--- src/rtl/swd_pkg.sv ---
// Shared types and constants for the multi-channel SWD frame engine.
package swd_pkg;

   typedef enum logic [3:0] {
      ST_IDLE,
      ST_PAD,
      ST_REQ,
      ST_TURN1,
      ST_ACK,
      ST_RDATA,
      ST_RPAR,
      ST_TURN2,
      ST_WDATA,
      ST_WPAR,
      ST_TAIL
   } swd_state_t;

   localparam logic [2:0] ACK_OK    = 3'b001;
   localparam logic [2:0] ACK_WAIT  = 3'b010;
   localparam logic [2:0] ACK_FAULT = 3'b100;

   localparam int REQ_BITS = 8;
   localparam int ACK_BITS = 3;

   // Phases in which the selected target owns swdio and the host listens on miso.
   function automatic logic f_is_target(swd_state_t s);
      return (s == ST_ACK) || (s == ST_RDATA) || (s == ST_RPAR);
   endfunction

endpackage

--- src/rtl/swd_parity_acc.sv ---
// Running XOR of a serial bit stream; cleared per frame, shared by read check and write generation.
module swd_parity_acc (
   input  logic i_clk,
   input  logic i_rst,
   input  logic i_clr,
   input  logic i_en,
   input  logic i_bit,
   output logic o_par
);

   logic r_par;

   always_ff @(posedge i_clk or posedge i_rst) begin
      if (i_rst)
         r_par <= 1'b0;
      else if (i_clr)
         r_par <= 1'b0;
      else if (i_en)
         r_par <= r_par ^ i_bit;
   end

   assign o_par = r_par;

endmodule

--- src/rtl/swd_frame_engine_mc.sv ---
// SPI-host to multi-target SWD frame engine: request/ACK/data/parity sequencing with
// WAIT/FAULT abort, read parity check and per-channel clock gating.
module swd_frame_engine_mc
   import swd_pkg::*;
#(
   parameter int  NUM_CH   = 2,
   parameter int  DATA_W   = 32,
   parameter int  PAD_BITS = 2,
   parameter int  TURN_CYC = 1,
   parameter int  GEN_WPAR = 1,
   localparam int CH_W     = (NUM_CH > 1) ? $clog2(NUM_CH) : 1
) (
   input  logic              i_sck,
   input  logic              i_rst,
   input  logic              i_mosi,
   output logic              o_miso,
   output logic              o_miso_oe,
   input  logic              i_start,
   input  logic              i_rnw,
   input  logic              i_raw_en,
   input  logic [CH_W-1:0]   i_ch_sel,
   output logic [NUM_CH-1:0] o_swclk,
   output logic [NUM_CH-1:0] o_swdio_o,
   output logic [NUM_CH-1:0] o_swdio_oe,
   input  logic [NUM_CH-1:0] i_swdio_i,
   output logic              o_busy,
   output logic              o_frame_done,
   output logic [2:0]        o_ack,
   output logic [DATA_W-1:0] o_rd_data,
   output logic              o_par_err,
   output logic              o_sel_err
);

   localparam int            CNT_W  = $clog2(DATA_W + 1);
   localparam logic [CH_W:0] CH_LIM = NUM_CH[CH_W:0];

   swd_state_t        r_state;
   swd_state_t        w_nxt;
   logic [CNT_W-1:0]  r_cnt;
   logic [CH_W-1:0]   r_ch;
   logic              r_rnw;
   logic [2:0]        r_ack;
   logic [DATA_W-1:0] r_rd_data;
   logic              r_par_err;
   logic              r_sel_err;

   logic              w_last;
   logic              w_sel_bad;
   logic              w_start_ok;
   logic              w_tbit;
   logic [2:0]        w_ack_full;
   logic              w_par;
   logic              w_host_drv;
   logic              w_host_bit;

   // Counter reload value on entry to a state: phase length minus one.
   function automatic logic [CNT_W-1:0] f_len(swd_state_t s);
      case (s)
         ST_PAD:             f_len = CNT_W'(PAD_BITS - 1);
         ST_REQ:             f_len = CNT_W'(REQ_BITS - 1);
         ST_TURN1, ST_TURN2: f_len = CNT_W'(TURN_CYC - 1);
         ST_ACK:             f_len = CNT_W'(ACK_BITS - 1);
         ST_RDATA, ST_WDATA: f_len = CNT_W'(DATA_W - 1);
         default:            f_len = '0;
      endcase
   endfunction

   assign w_last     = (r_cnt == '0);
   assign w_sel_bad  = ({1'b0, i_ch_sel} >= CH_LIM);
   assign w_start_ok = (r_state == ST_IDLE) && i_start && !w_sel_bad;
   assign w_tbit     = i_swdio_i[r_ch];
   assign w_ack_full = {w_tbit, r_ack[2:1]};

   always_comb begin
      w_nxt = r_state;
      case (r_state)
         ST_IDLE:  if (w_start_ok) w_nxt = (PAD_BITS > 0) ? ST_PAD : ST_REQ;
         ST_PAD:   if (w_last) w_nxt = ST_REQ;
         ST_REQ:   if (w_last) w_nxt = ST_TURN1;
         ST_TURN1: if (w_last) w_nxt = ST_ACK;
         ST_ACK: begin
            if (w_last) begin
               case (w_ack_full)
                  ACK_OK:              w_nxt = r_rnw ? ST_RDATA : ST_TURN2;
                  ACK_WAIT, ACK_FAULT: w_nxt = ST_TURN2;
                  default:             w_nxt = ST_TURN2;
               endcase
            end
         end
         ST_RDATA: if (w_last) w_nxt = ST_RPAR;
         ST_RPAR:  w_nxt = ST_TURN2;
         // A write with a good ACK is the only path that carries data after TURN2.
         ST_TURN2: if (w_last) w_nxt = (!r_rnw && (r_ack == ACK_OK)) ? ST_WDATA : ST_TAIL;
         ST_WDATA: if (w_last) w_nxt = ST_WPAR;
         ST_WPAR:  w_nxt = ST_TAIL;
         ST_TAIL:  w_nxt = ST_IDLE;
         default:  w_nxt = ST_IDLE;
      endcase
   end

   always_ff @(posedge i_sck or posedge i_rst) begin
      if (i_rst) begin
         r_state <= ST_IDLE;
         r_cnt   <= '0;
      end else begin
         r_state <= w_nxt;
         if (w_nxt != r_state)
            r_cnt <= f_len(w_nxt);
         else if (!w_last)
            r_cnt <= r_cnt - 1'b1;
      end
   end

   always_ff @(posedge i_sck or posedge i_rst) begin
      if (i_rst) begin
         r_ch      <= '0;
         r_rnw     <= 1'b0;
         r_ack     <= '0;
         r_rd_data <= '0;
         r_par_err <= 1'b0;
         r_sel_err <= 1'b0;
      end else begin
         r_sel_err <= (r_state == ST_IDLE) && i_start && w_sel_bad;
         if (w_start_ok) begin
            r_ch      <= i_ch_sel;
            r_rnw     <= i_rnw;
            r_par_err <= 1'b0;
         end
         if (r_state == ST_ACK)
            r_ack <= w_ack_full;
         if (r_state == ST_RDATA)
            r_rd_data <= {w_tbit, r_rd_data[DATA_W-1:1]};
         if (r_state == ST_RPAR)
            r_par_err <= w_tbit ^ w_par;
      end
   end

   swd_parity_acc u_par (
      .i_clk (i_sck),
      .i_rst (i_rst),
      .i_clr (w_start_ok),
      .i_en  ((r_state == ST_RDATA) || (r_state == ST_WDATA)),
      .i_bit ((r_state == ST_RDATA) ? w_tbit : i_mosi),
      .o_par (w_par)
   );

   always_comb begin
      o_swdio_oe = '0;
      o_swdio_o  = '0;
      o_swclk    = '0;
      o_miso     = 1'b0;
      o_miso_oe  = 1'b0;
      w_host_drv = 1'b0;
      w_host_bit = i_mosi;
      case (r_state)
         ST_PAD:            begin w_host_drv = 1'b1; w_host_bit = 1'b0; end
         ST_REQ, ST_WDATA:  w_host_drv = 1'b1;
         ST_WPAR: begin
            w_host_drv = 1'b1;
            w_host_bit = (GEN_WPAR != 0) ? w_par : i_mosi;
         end
         default: ;
      endcase
      if (r_state == ST_IDLE) begin
         // Raw pass-through follows the live ch_sel; a start in the same cycle takes priority.
         if (i_raw_en && !i_start && !w_sel_bad) begin
            o_swdio_oe[i_ch_sel] = 1'b1;
            o_swdio_o[i_ch_sel]  = i_mosi;
            o_swclk[i_ch_sel]    = i_sck;
         end
      end else begin
         o_swclk[r_ch]    = i_sck;
         o_swdio_oe[r_ch] = w_host_drv;
         o_swdio_o[r_ch]  = w_host_drv & w_host_bit;
      end
      if (f_is_target(r_state)) begin
         o_miso_oe = 1'b1;
         o_miso    = w_tbit;
      end
   end

   assign o_busy       = (r_state != ST_IDLE);
   assign o_frame_done = (r_state == ST_TAIL);
   assign o_ack        = r_ack;
   assign o_rd_data    = r_rd_data;
   assign o_par_err    = r_par_err;
   assign o_sel_err    = r_sel_err;

endmodule

--- config.mk ---
export PLATFORM = sky130hd
export DESIGN_NAME = swd_frame_engine_mc
export DESIGN_NICKNAME = d
export VERILOG_FILES = /design/src/rtl/swd_pkg.sv /design/src/rtl/swd_parity_acc.sv /design/src/rtl/swd_frame_engine_mc.sv
export SDC_FILE = /design/constraint.sdc
export NUM_CORES = 1
export LEC_CHECK = 0
export BUFFER_PORTS_ARGS = -buffer_cell sky130_fd_sc_hd__buf_2
export CAP_MARGIN = 20
export CORE_UTILIZATION = 45
export CTS_CLUSTER_DIAMETER = 50
export DETAILED_ROUTE_END_ITERATION = 7
export PLACE_DENSITY = 0.71
export SYNTH_ARGS = -nofsm -noshare
export SYNTH_HDL_FRONTEND = slang
export SYNTH_SLANG_ARGS = --single-unit
--- constraint.sdc ---
create_clock -name i_sck -period 3.1 [get_ports i_sck]
set_clock_uncertainty 0.15 [all_clocks]
set_input_delay 0.155 -clock i_sck [delete_from_list [all_inputs] [get_ports i_sck]]
set_output_delay 0.155 -clock i_sck [all_outputs]
set_load 0.03 [all_outputs]
# After elaboration in Yosys (flattened, before gate mapping)

Cells that the tools add are included.

Eq/ne operators: 19
Bitwise operators: 8
$add $sub $neg: 1
Reductions and logical operators: 17
Muxes and demuxes: 36
Order comparisons: 4

Operator list:

| kind                | count |
|---|---|
| $pmux 4 s10         | 1 |
| $mux 4              | 8 |
| $eq 4x3->1 const B  | 6 |
| $pmux 5 s4          | 1 |
| $mux 2              | 9 |
| $eq 4x4->1 const B  | 4 |
| $eq 4x2->1 const B  | 3 |
| $mux 1              | 12 |
| $mux 6              | 2 |
| $and 2x2->2         | 5 |
| $eq 4x1->1 const B  | 2 |
| $eq 3x1->1 const B  | 2 |
| $logic_not 6->1     | 1 |
| $sub 6x1->6 const B | 1 |
| $logic_and 1x1->1   | 5 |
| $logic_not 4->1     | 1 |
| $lt 1x2->1 const B  | 2 |
| $ne 4x4->1          | 1 |
| $reduce_bool 2->1   | 2 |
| $reduce_bool 4->1   | 1 |
| $reduce_or 4->1     | 1 |
| $logic_or 1x1->1    | 3 |
| $demux 1 s1         | 2 |
| $ge 1x1->1 const B  | 2 |
| 6 further kinds     | 8 |

Output and inout port bits: 47
Logic and storage cells: 93
Register bits after elaboration: 49
Input port bits: 9

# Longest topological paths before layout

Gate-level depths: netlist of run 1.

Depth in word-level cells: 10
Mapped depth: 7
Gate-level depth less buffers: 7

# Hierarchy

From an unflattened synthesis of run 1, not the netlist that was laid out.

Cell total of the unflattened synthesis: 224
Area total of the unflattened synthesis: 2498.6 µm²

Modules (own cells, without submodules):

| module              | sequential area each (µm²) | times used | cells each | area each (µm²) |
|---|---|---|---|---|
| swd_frame_engine_mc | 1201.2                     | 1          | 219        | 2443.6 |
| swd_parity_acc      | 25.0                       | 1          | 5          | 55.1 |

==> results.json, run 1 <==
{
  "synth_area_per_cell_um2": 11.2,
  "cts_tree": "built",
  "multi_input_area_um2": 1150,
  "syn-cell-area_um2": 2460,
  "grt_pass1_wl_mm": 8.53,
  "drive_gt1_share_pct": 41.5,
  "drcViolationCount": 0,
  "finalHoldViolations": 0,
  "num_antenna_cells": 0,
  "initial_core_util_pct": 47.5,
  "dieArea_um2": 5760,
  "fin_nets": 296,
  "maxSlewViolCount": 0,
  "postCtsHoldBufs": 4,
  "worstSetupPathType": "flop to output port",
  "dr.first_iter.drc_count": 85,
  "outcome": "complete, no violations",
  "p_per_area_nw_per_um2": 925,
  "reg2reg_to": "r_cnt[2]",
  "wl_per_cell_um": 14.6,
  "final-seq-area_um2": 1230,
  "netlist_instances": 219,
  "fp.dieH_um": 75.9,
  "reg2reg_setup_slack_ns": 0.45,
  "grt_pass1_vias": 1797,
  "synthesis.nets": 229,
  "hp-start": "i_swdio_i[0]",
  "viasPerCell": 5.44,
  "portBuffers": 54,
  "core_um2": 5170,
  "setup_viol": 0,
  "fin_crit_ns": 2.82,
  "rows": 26,
  "path_buf_inv": 3,
  "wl_mm": 5.22,
  "leakage_nw": 1.54,
  "hold_depth": 4,
  "startpoint_type": "flop",
  "ctsResizeCount": 0,
  "cp_slowest_stage_delay_ns": 0.55,
  "synth-seq-cells": 49,
  "worstSetupEndpointType": "output port",
  "place_congestion": 0.898,
  "tns_ns": 0,
  "min_period_over_period_pct": 90.9,
  "crit_slowest_cell": "dfrtp_1",
  "yosysUniqueCellTypes": 42,
  "maxSlewHeadroom_pct": 61.5,
  "clk_pin_slew_ns": 0.09,
  "insertion_delay_ns": 0.40,
  "finalNonFillerCells": 357,
  "crit_chain": "nor4_1 -> buf_4 -> inv_1 -> nor4b_1 -> a22o_1 -> buf_2",
  "ioPinCount": 56,
  "yosysWarnings": 0,
  "peakVddDrop_uv": 515,
  "ff2ff_path_depth": 7,
  "hpwl_mm": 3.62,
  "vias": 1941,
  "firstDrtPassIters": 4,
  "maxCapViolCount": 0,
  "post_cts_buffers": 0,
  "detail-route-antenna-nets": 0,
  "antenna_found_initial": 0,
  "tightest_slew_ns": 0.569,
  "hold_path_class": "primary input to flop",
  "rsz0062_at_grt": "no",
  "whs_endpoint": "o_rd_data[31]",
  "die_x_um": 75.9,
  "n_fill_cell": 449,
  "finish.utilization_pct": 59.2,
  "dp_cells": 340,
  "area_delta_synth_final_pct": 24.6,
  "r2r_start": "r_cnt[0]",
  "arrival_ns": 2.51,
  "crit_family": "simple AND/OR/NAND/NOR gates",
  "crit_fanout": 15,
  "grt_usage_pct": 20.4,
  "grt_max_degree": 50,
  "ys_seq_area_share_pct": 49.9,
  "grt_overflow": 0,
  "max_freq_mhz": 355,
  "cp_data_required_time_ns": 2.79
}
## flip-flops by register name, summed over array words and instances (netlist names)
signal and cells:
o_ack 3, o_par_err 1, o_rd_data 32, r_ch 1
r_cnt 6, r_rnw 1, r_state 4, u_par.o_par 1
## layout make-up
| class | instances | share of cell area [%] |
|---|---|---|
| sequential | 49 | 40.1 |
| multi-input combinational | 149 | 37.5 |
| timing repair buffer | 64 | 12.2 |
| clock buffer | 12 | 4.82 |
| tap | 70 | 2.86 |
| inverter | 11 | 1.35 |
| clock inverter | 2 | 1.23 |
## stage by stage
step | power, mW | setup WS, ns | hold WS [ns] | cell area (µm²)
floorplan | 1.88 | 0.590 | 0.0875 | 2460
global placement | 2.19 | 0.560 | 0.240 | 2830
detailed placement | 2.22 | 0.463 | 0.244 | 2830
CTS | 2.85 | 0.287 | 0.0482 | 3040
global route | 3.03 | 0.156 | 0.0688 | 3060
finish | 2.83 | 0.281 | 0.0557 | 3060
## where the power goes
| part | internal, mW | total (mW) | leakage [nW] | switching (mW) |
|---|---|---|---|---|
| logic | 0.491 | 1.24 | 0.796 | 0.750 |
| registers | 0.775 | 0.903 | 0.645 | 0.128 |
| clock network | 0.398 | 0.687 | 0.100 | 0.289 |
## worst min-delay path, delay by kind of cell
kind	cells	cell delay (ns)
muxes	1	0.05
buffers and inverters	2	0.23
AOI/OAI and AO/OA	1	0.13
## worst max path at each step
| stage | from | to | slack (ns) | cells past startpoint |
|---|---|---|---|---|
| 3_5_place_dp | r_cnt[0] | r_cnt[2] | 0.46 | 7 |
| 5_1_grt | r_state[3] | o_swdio_o[0] | 0.16 | 6 |
| 4_1_cts | r_state[3] | o_swdio_o[0] | 0.29 | 6 |
| 6_report | r_state[3] | o_swdio_o[0] | 0.28 | 6 |
| 3_3_place_gp | r_cnt[0] | r_cnt[0] | 0.56 | 7 |
| 2_1_floorplan | r_state[1] | o_swdio_o[0] | 0.59 | 5 |
## synth_stat cells (all sizes together)
master	instances	area, µm²
clkinv	1	3.75
nor3	3	15.0
and3	4	25.0
mux2i	3	30.0
a31o	2	17.5
dfrtp	49	1230
o311a	1	21.3
a32o	1	10.0
ha	1	12.5
nand3	4	20.0
a211o	1	10.0
o21ai	8	40.0
nand4	1	6.26
inv	10	37.5
nor2b	4	25.0
o21a	3	22.5
xnor2	4	35.0
a21o	2	15.0
nand2	10	37.5
nor4b	3	32.5
a31oi	3	18.8
nand2b	3	18.8
nor4	1	6.26
mux2	36	405
nor2	16	60.1
and4b	1	10.0
a41oi	1	8.76
buf	1	7.51
xor2	1	8.76
o221ai	4	35.0
clkbuf	9	33.8
o211a	1	10.0
a22o	2	17.5
or4b	1	13.8
a221oi	2	35.0
or3	2	12.5
o211ai	3	27.5
a21oi	16	80.1
conb	1	3.75
## cells by family (layout without fill, tap and decap cells)
logic type / after synthesis / in the layout / synth area share [%]
simple gates: 53 / 53 / 11.5
xor+xnor: 5 / 5 / 1.78
compound gates: 50 / 50 / 15.0
mux: 39 / 39 / 17.7
buf+inv: 21 / 89 / 3.36
other cells: 1 / 1 / 0.153
flops: 49 / 49 / 49.9
fa+ha+maj: 1 / 1 / 0.509
## cells in the final DEF, fill, tap and decap left out, types with 2 or more instances in the layout
cell type	instances
and3_1	4
o221ai_1	4
nor2_1	16
inv_1	9
buf_4	7
a21o_1	2
nor4b_1	2
nor2b_1	4
o21ai_0	8
or3_1	2
nand2_1	10
a31o_2	2
xnor2_1	4
buf_2	54
nand2b_1	3
nand3_1	4
nor3_1	3
a22o_1	2
a31oi_1	3
o21a_1	3
mux2i_1	3
o211ai_1	2
dlygate4sd3_1	4
dfrtp_1	49
a21oi_1	16
clkbuf_8	10
mux2_2	36
## per-layer routing
layer / up-vias / share of wire (%) / global-route usage, %
met2: 75 / 46 / 29.8
met3: 9 / 5.5 / 5.95
met1: 930 / 46 / 26.6
met5: - / 0 / 0
li1: 927 / - / -
met4: 0 / 2.2 / 12.8
(Power assumes the default switching activity.)
==> inputs of run 2 (changes only) <==
PLACE_DENSITY = 0.68   (was 0.71)
==> run 2 against run 1 <==
Against the previous run: clock power is 15% lower; largest power group unchanged; maximum frequency is 5.0% higher; worst setup slack better by 0.14 ns; via count is 1.4% higher; combinational power hardly changed; register-to-register slack hardly changed; critical path depth stayed put; die area stayed put; hold slack worse by 0.027 ns; largest cell class unchanged; highest routed layer unchanged.
==> results.json, run 2 (synthesis results as in run 1) <==
{
  "outcome": "complete, no violations",
  "grt_usage_pct": 19.0,
  "maxSlewViolCount": 0,
  "area_delta_synth_final_pct": 23.3,
  "largest_reg_flops": 32,
  "ioPinCount": 56,
  "setup_viol": 0,
  "dr.first_iter.drc_count": 102,
  "arrival_ns": 2.38,
  "grt_pass1_wl_mm": 7.99,
  "clk_pin_slew_ns": 0.09,
  "antenna_found_initial": 0,
  "detail-route-antenna-nets": 0,
  "dieArea_um2": 5760,
  "grt_pass1_vias": 1767,
  "peakVddDrop_uv": 543,
  "core_um2": 5170,
  "leakage_nw": 1.52,
  "cts_tree": "built",
  "die_x_um": 75.9,
  "finalHoldViolations": 0,
  "rows": 26,
  "insertion_delay_ns": 0.40,
  "hpwl_mm": 3.46,
  "grt_overflow": 0,
  "fin_nets": 296,
  "viasPerCell": 5.51,
  "setup_ws_ns": 0.417,
  "place_congestion": 0.889,
  "num_antenna_cells": 0,
  "firstDrtPassIters": 4,
  "r2r_start": "r_cnt[0]",
  "drcViolationCount": 0,
  "vias": 1968,
  "tightest_slew_ns": 0.540,
  "p_per_area_nw_per_um2": 897,
  "fp.dieH_um": 75.9,
  "tns_ns": 0,
  "maxSlewHeadroom_pct": 63.5,
  "postCtsHoldBufs": 4,
  "startpoint_type": "flop",
  "cp_data_required_time_ns": 2.79,
  "rsz0062_at_grt": "no",
  "crit_start": "r_state[3]",
  "final_cell_mix": "buf_2, dfrtp_1, mux2_2, nor2_1, a21oi_1",
  "crit_fanout": 15,
  "portBuffers": 54,
  "wl_mm": 5.01,
  "grt_max_degree": 50,
  "worstSetupEndpointType": "output port",
  "post_cts_buffers": 0,
  "max_freq_mhz": 373,
  "fin_crit_ns": 2.68,
  "ctsResizeCount": 0,
  "mostFrequentLayoutCell": "buf_2",
  "place_ws_ns": 0.461,
  "holdWs_ns": 0.0282,
  "worstSetupPathType": "flop to output port",
  "drive_gt1_share_pct": 41.1,
  "hold_path_class": "primary input to async pin",
  "maxCapViolCount": 0,
  "min_period_over_period_pct": 86.6,
  "initial_core_util_pct": 47.5,
  "wl_per_cell_um": 14.0
}
run 2: cell type report:
cell class,count,area (µm²)
Clock inverter,2,15.0
Clock buffer,12,138
Sequential cell,49,1230
Fill cell,436,2140
Tap cell,70,87.6
Timing Repair Buffer,64,373
Inverter,11,41.3
Multi-Input combinational cell,149,1150
run 2: worst paths after layout:
kind / slack, ns / endpoint / cells past startpoint
max: 0.42 / o_swdio_o[0] / 6
min: 0.03 / r_cnt[5] / 3
max reg2reg: 0.44 / r_cnt[0] / 7
min reg2reg: 0.38 / o_rd_data[0] / 1
max in group asynchronous: 2.32 / o_ack[1] / 4
min in group i_sck: 0.07 / o_rd_data[31] / 4
run 2: worst max-delay path: stages, from the launching register on:
cell and delay, ns:
dfrtp_1 0.54, nor4_1 0.27, buf_4 0.20, inv_1 0.05, nor4b_1 0.50, a22o_1 0.23, buf_2 0.19
run 2: metal layers:
layer,vias to the layer above,GRT usage (%),part of all wire [%]
li1,930,-,-
met1,944,24.1,44
met2,83,28.6,47
met3,11,4.89,6.5
met4,0,12.8,2.5
met5,-,0,0
run 2: power by group:
group | internal, mW | leakage, nW | switching [mW]
clock network | 0.295 | 0.0804 | 0.292
logic | 0.491 | 0.796 | 0.739
registers | 0.775 | 0.645 | 0.124
total | 1.56 | 1.52 | 1.15
run 2: through the flow:
stage          util, %  instances  area [µm²]  total power [mW]
5_1_grt           58.5        357        3030              2.90
6_report          58.5        357        3030              2.72
3_3_place_gp      54.6        340        2830              2.19
2_1_floorplan        -        219        2460              1.88
3_5_place_dp      54.6        340        2830              2.20
4_1_cts           58.2        356        3010              2.73
==> inputs of run 3 (changes only) <==
CORE_UTILIZATION = 54   (was 45)
PLACE_DENSITY = 0.8   (was 0.68)
SLEW_MARGIN = 20   (was unset)
==> run 3 against run 2 <==
Against the previous run: sequential share of layout area grew 0.73 points; clock-buffer cell count fell by 1; die area decreased by 16%; critical path type unchanged; largest cell class unchanged; highest routed layer unchanged.
==> results.json, run 3 (synthesis results as in run 1) <==
{
  "grt_max_degree": 50,
  "p_comb_share_pct": 43.1,
  "crit_chain": "nor4_1 -> buf_4 -> inv_1 -> nor4b_1 -> a22o_1 -> buf_2",
  "p_int_mw": 1.54,
  "max_freq_mhz": 353,
  "ctsResizeCount": 0,
  "maxSlewHeadroom_pct": 43.9,
  "drcViolationCount": 0,
  "peakVddDrop_uv": 554,
  "finalNonFillerCells": 336,
  "crit_fanout": 17,
  "rsz0062_at_grt": "no",
  "die_x_um": 69.4,
  "place_congestion": 0.873,
  "tns_ns": 0,
  "core_um2": 4350,
  "r2r_start": "r_cnt[0]",
  "fin_crit_ns": 2.83,
  "path_buf_inv": 3,
  "crit_slowest_cell": "dfrtp_1",
  "fp.dieH_um": 69.4,
  "antenna_found_initial": 0,
  "insertion_delay_ns": 0.40,
  "wl_mm": 5.24,
  "detail-route-antenna-nets": 0,
  "arrival_ns": 2.52,
  "p_sw_mw": 1.18,
  "fin_nets": 293,
  "mostFrequentLayoutCell": "buf_2",
  "startpoint_type": "flop",
  "leakage_nw": 1.51,
  "drive_gt1_share_pct": 40.8,
  "ioPinCount": 56,
  "n_fill_cell": 364,
  "viasPerCell": 5.78,
  "maxCapViolCount": 0,
  "crit_start": "r_state[1]",
  "outcome": "complete, no violations",
  "finalHoldViolations": 0,
  "grt_pass1_wl_mm": 8.89,
  "worstSetupPathType": "flop to output port",
  "wl_per_cell_um": 15.6,
  "dieArea_um2": 4820,
  "firstDrtPassIters": 4,
  "setup_viol": 0,
  "hpwl_mm": 3.56,
  "swShare_pct": 43.3,
  "worstSetupEndpointType": "output port",
  "cts_tree": "built",
  "min_period_over_period_pct": 91.3,
  "largest_reg_flops": 32,
  "seqPwrFrac_pct": 34.9,
  "clk_pin_slew_ns": 0.09,
  "final_cell_mix": "buf_2, dfrtp_1, mux2_2, nor2_1, a21oi_1",
  "area_delta_synth_final_pct": 21.1,
  "num_antenna_cells": 0,
  "grt_usage_pct": 23.9,
  "grt_pass1_vias": 1946,
  "rows": 24,
  "p_clk_share_pct": 22.0,
  "grt_overflow": 0,
  "p_per_area_nw_per_um2": 915,
  "vias": 1943,
  "maxSlewViolCount": 0,
  "crit_family": "simple AND/OR/NAND/NOR gates",
  "hp-start": "i_swdio_i[0]",
  "portBuffers": 54,
  "dp_cells": 320,
  "initial_core_util_pct": 56.4,
  "dr.first_iter.drc_count": 163,
  "hold_path_class": "primary input to flop",
  "tightest_slew_ns": 0.840,
  "cp_data_required_time_ns": 2.79,
  "cp_slowest_stage_delay_ns": 0.60
}
## run 3: changes by cell type in the layout (fill, tap and decap cells not counted)
cell        change
buf_4           -2
clkinv_2        +2
buf_12          -1
clkbuf_1        -1
clkinvlp_4      -1
inv_2           -1
inv_6           +1
## run 3: per-layer routing
layer  global-route usage (%)  wire [µm]  up-vias  share of wire [%]
met5                        0          0        -                  0
met4                     11.6         72        0                1.4
met3                     8.14        288        5                5.5
met2                     38.8       2550       67                 49
met1                     28.4       2330      953                 44
li1                         -          -      918                  -
## run 3: per-stage QoR
stage               instance area [µm²]  setup slack, ns  power, mW  hold slack (ns)  utilization, %
finish                             2970            0.271       2.72           0.0643            68.3
global route                       2970           0.0869       2.90           0.0805            68.3
CTS                                2970            0.316       2.72           0.0537            68.3
detailed placement                 2790            0.449       2.20            0.259            64.0
global placement                   2790            0.570       2.17            0.244            64.0
floorplan                          2460            0.590       1.88           0.0875               -
## run 3: cell type report
class	instances	area, µm²	share of cell area, %
Multi-Input combinational cell	149	1150	38.6
Clock inverter	3	21.3	0.715
Sequential cell	49	1230	41.2
Timing Repair Buffer	61	338	11.4
Inverter	11	42.5	1.43
Tap cell	52	65.1	2.19
Clock buffer	11	134	4.50
## run 3: power by group through the flow
stage                     clock network, mW  registers, mW  logic [mW]
after global routing                  0.647          0.970        1.28
final                                 0.599          0.950        1.17
after global placement               0.0762          0.952        1.14
after detailed placement             0.0762          0.958        1.16
after CTS                             0.608          0.946        1.17
after floorplan                      0.0605           1.01       0.815
## run 3: worst min-delay path, stage by stage
cell     delay, ns
buf_2         0.08
mux2i_1       0.05
buf_4         0.16
a21oi_1       0.13
## run 3: final timing paths
| check | to | slack [ns] | cells past startpoint |
|---|---|---|---|
| min in group asynchronous | r_cnt[3] | 0.28 | 3 |
| hold reg to reg | o_rd_data[12] | 0.38 | 1 |
| hold / removal | o_ack[2] | 0.06 | 4 |
| setup reg to reg | r_cnt[0] | 0.43 | 7 |
| max in group asynchronous | o_rd_data[23] | 2.01 | 3 |
| setup / recovery | o_swdio_o[0] | 0.27 | 6 |
## run 3: repair_timing
action,CTS,global route
setup endpoints to repair,0,0
buffers inserted,0,0
hold endpoints to repair,52,0
hold buffers,4,0
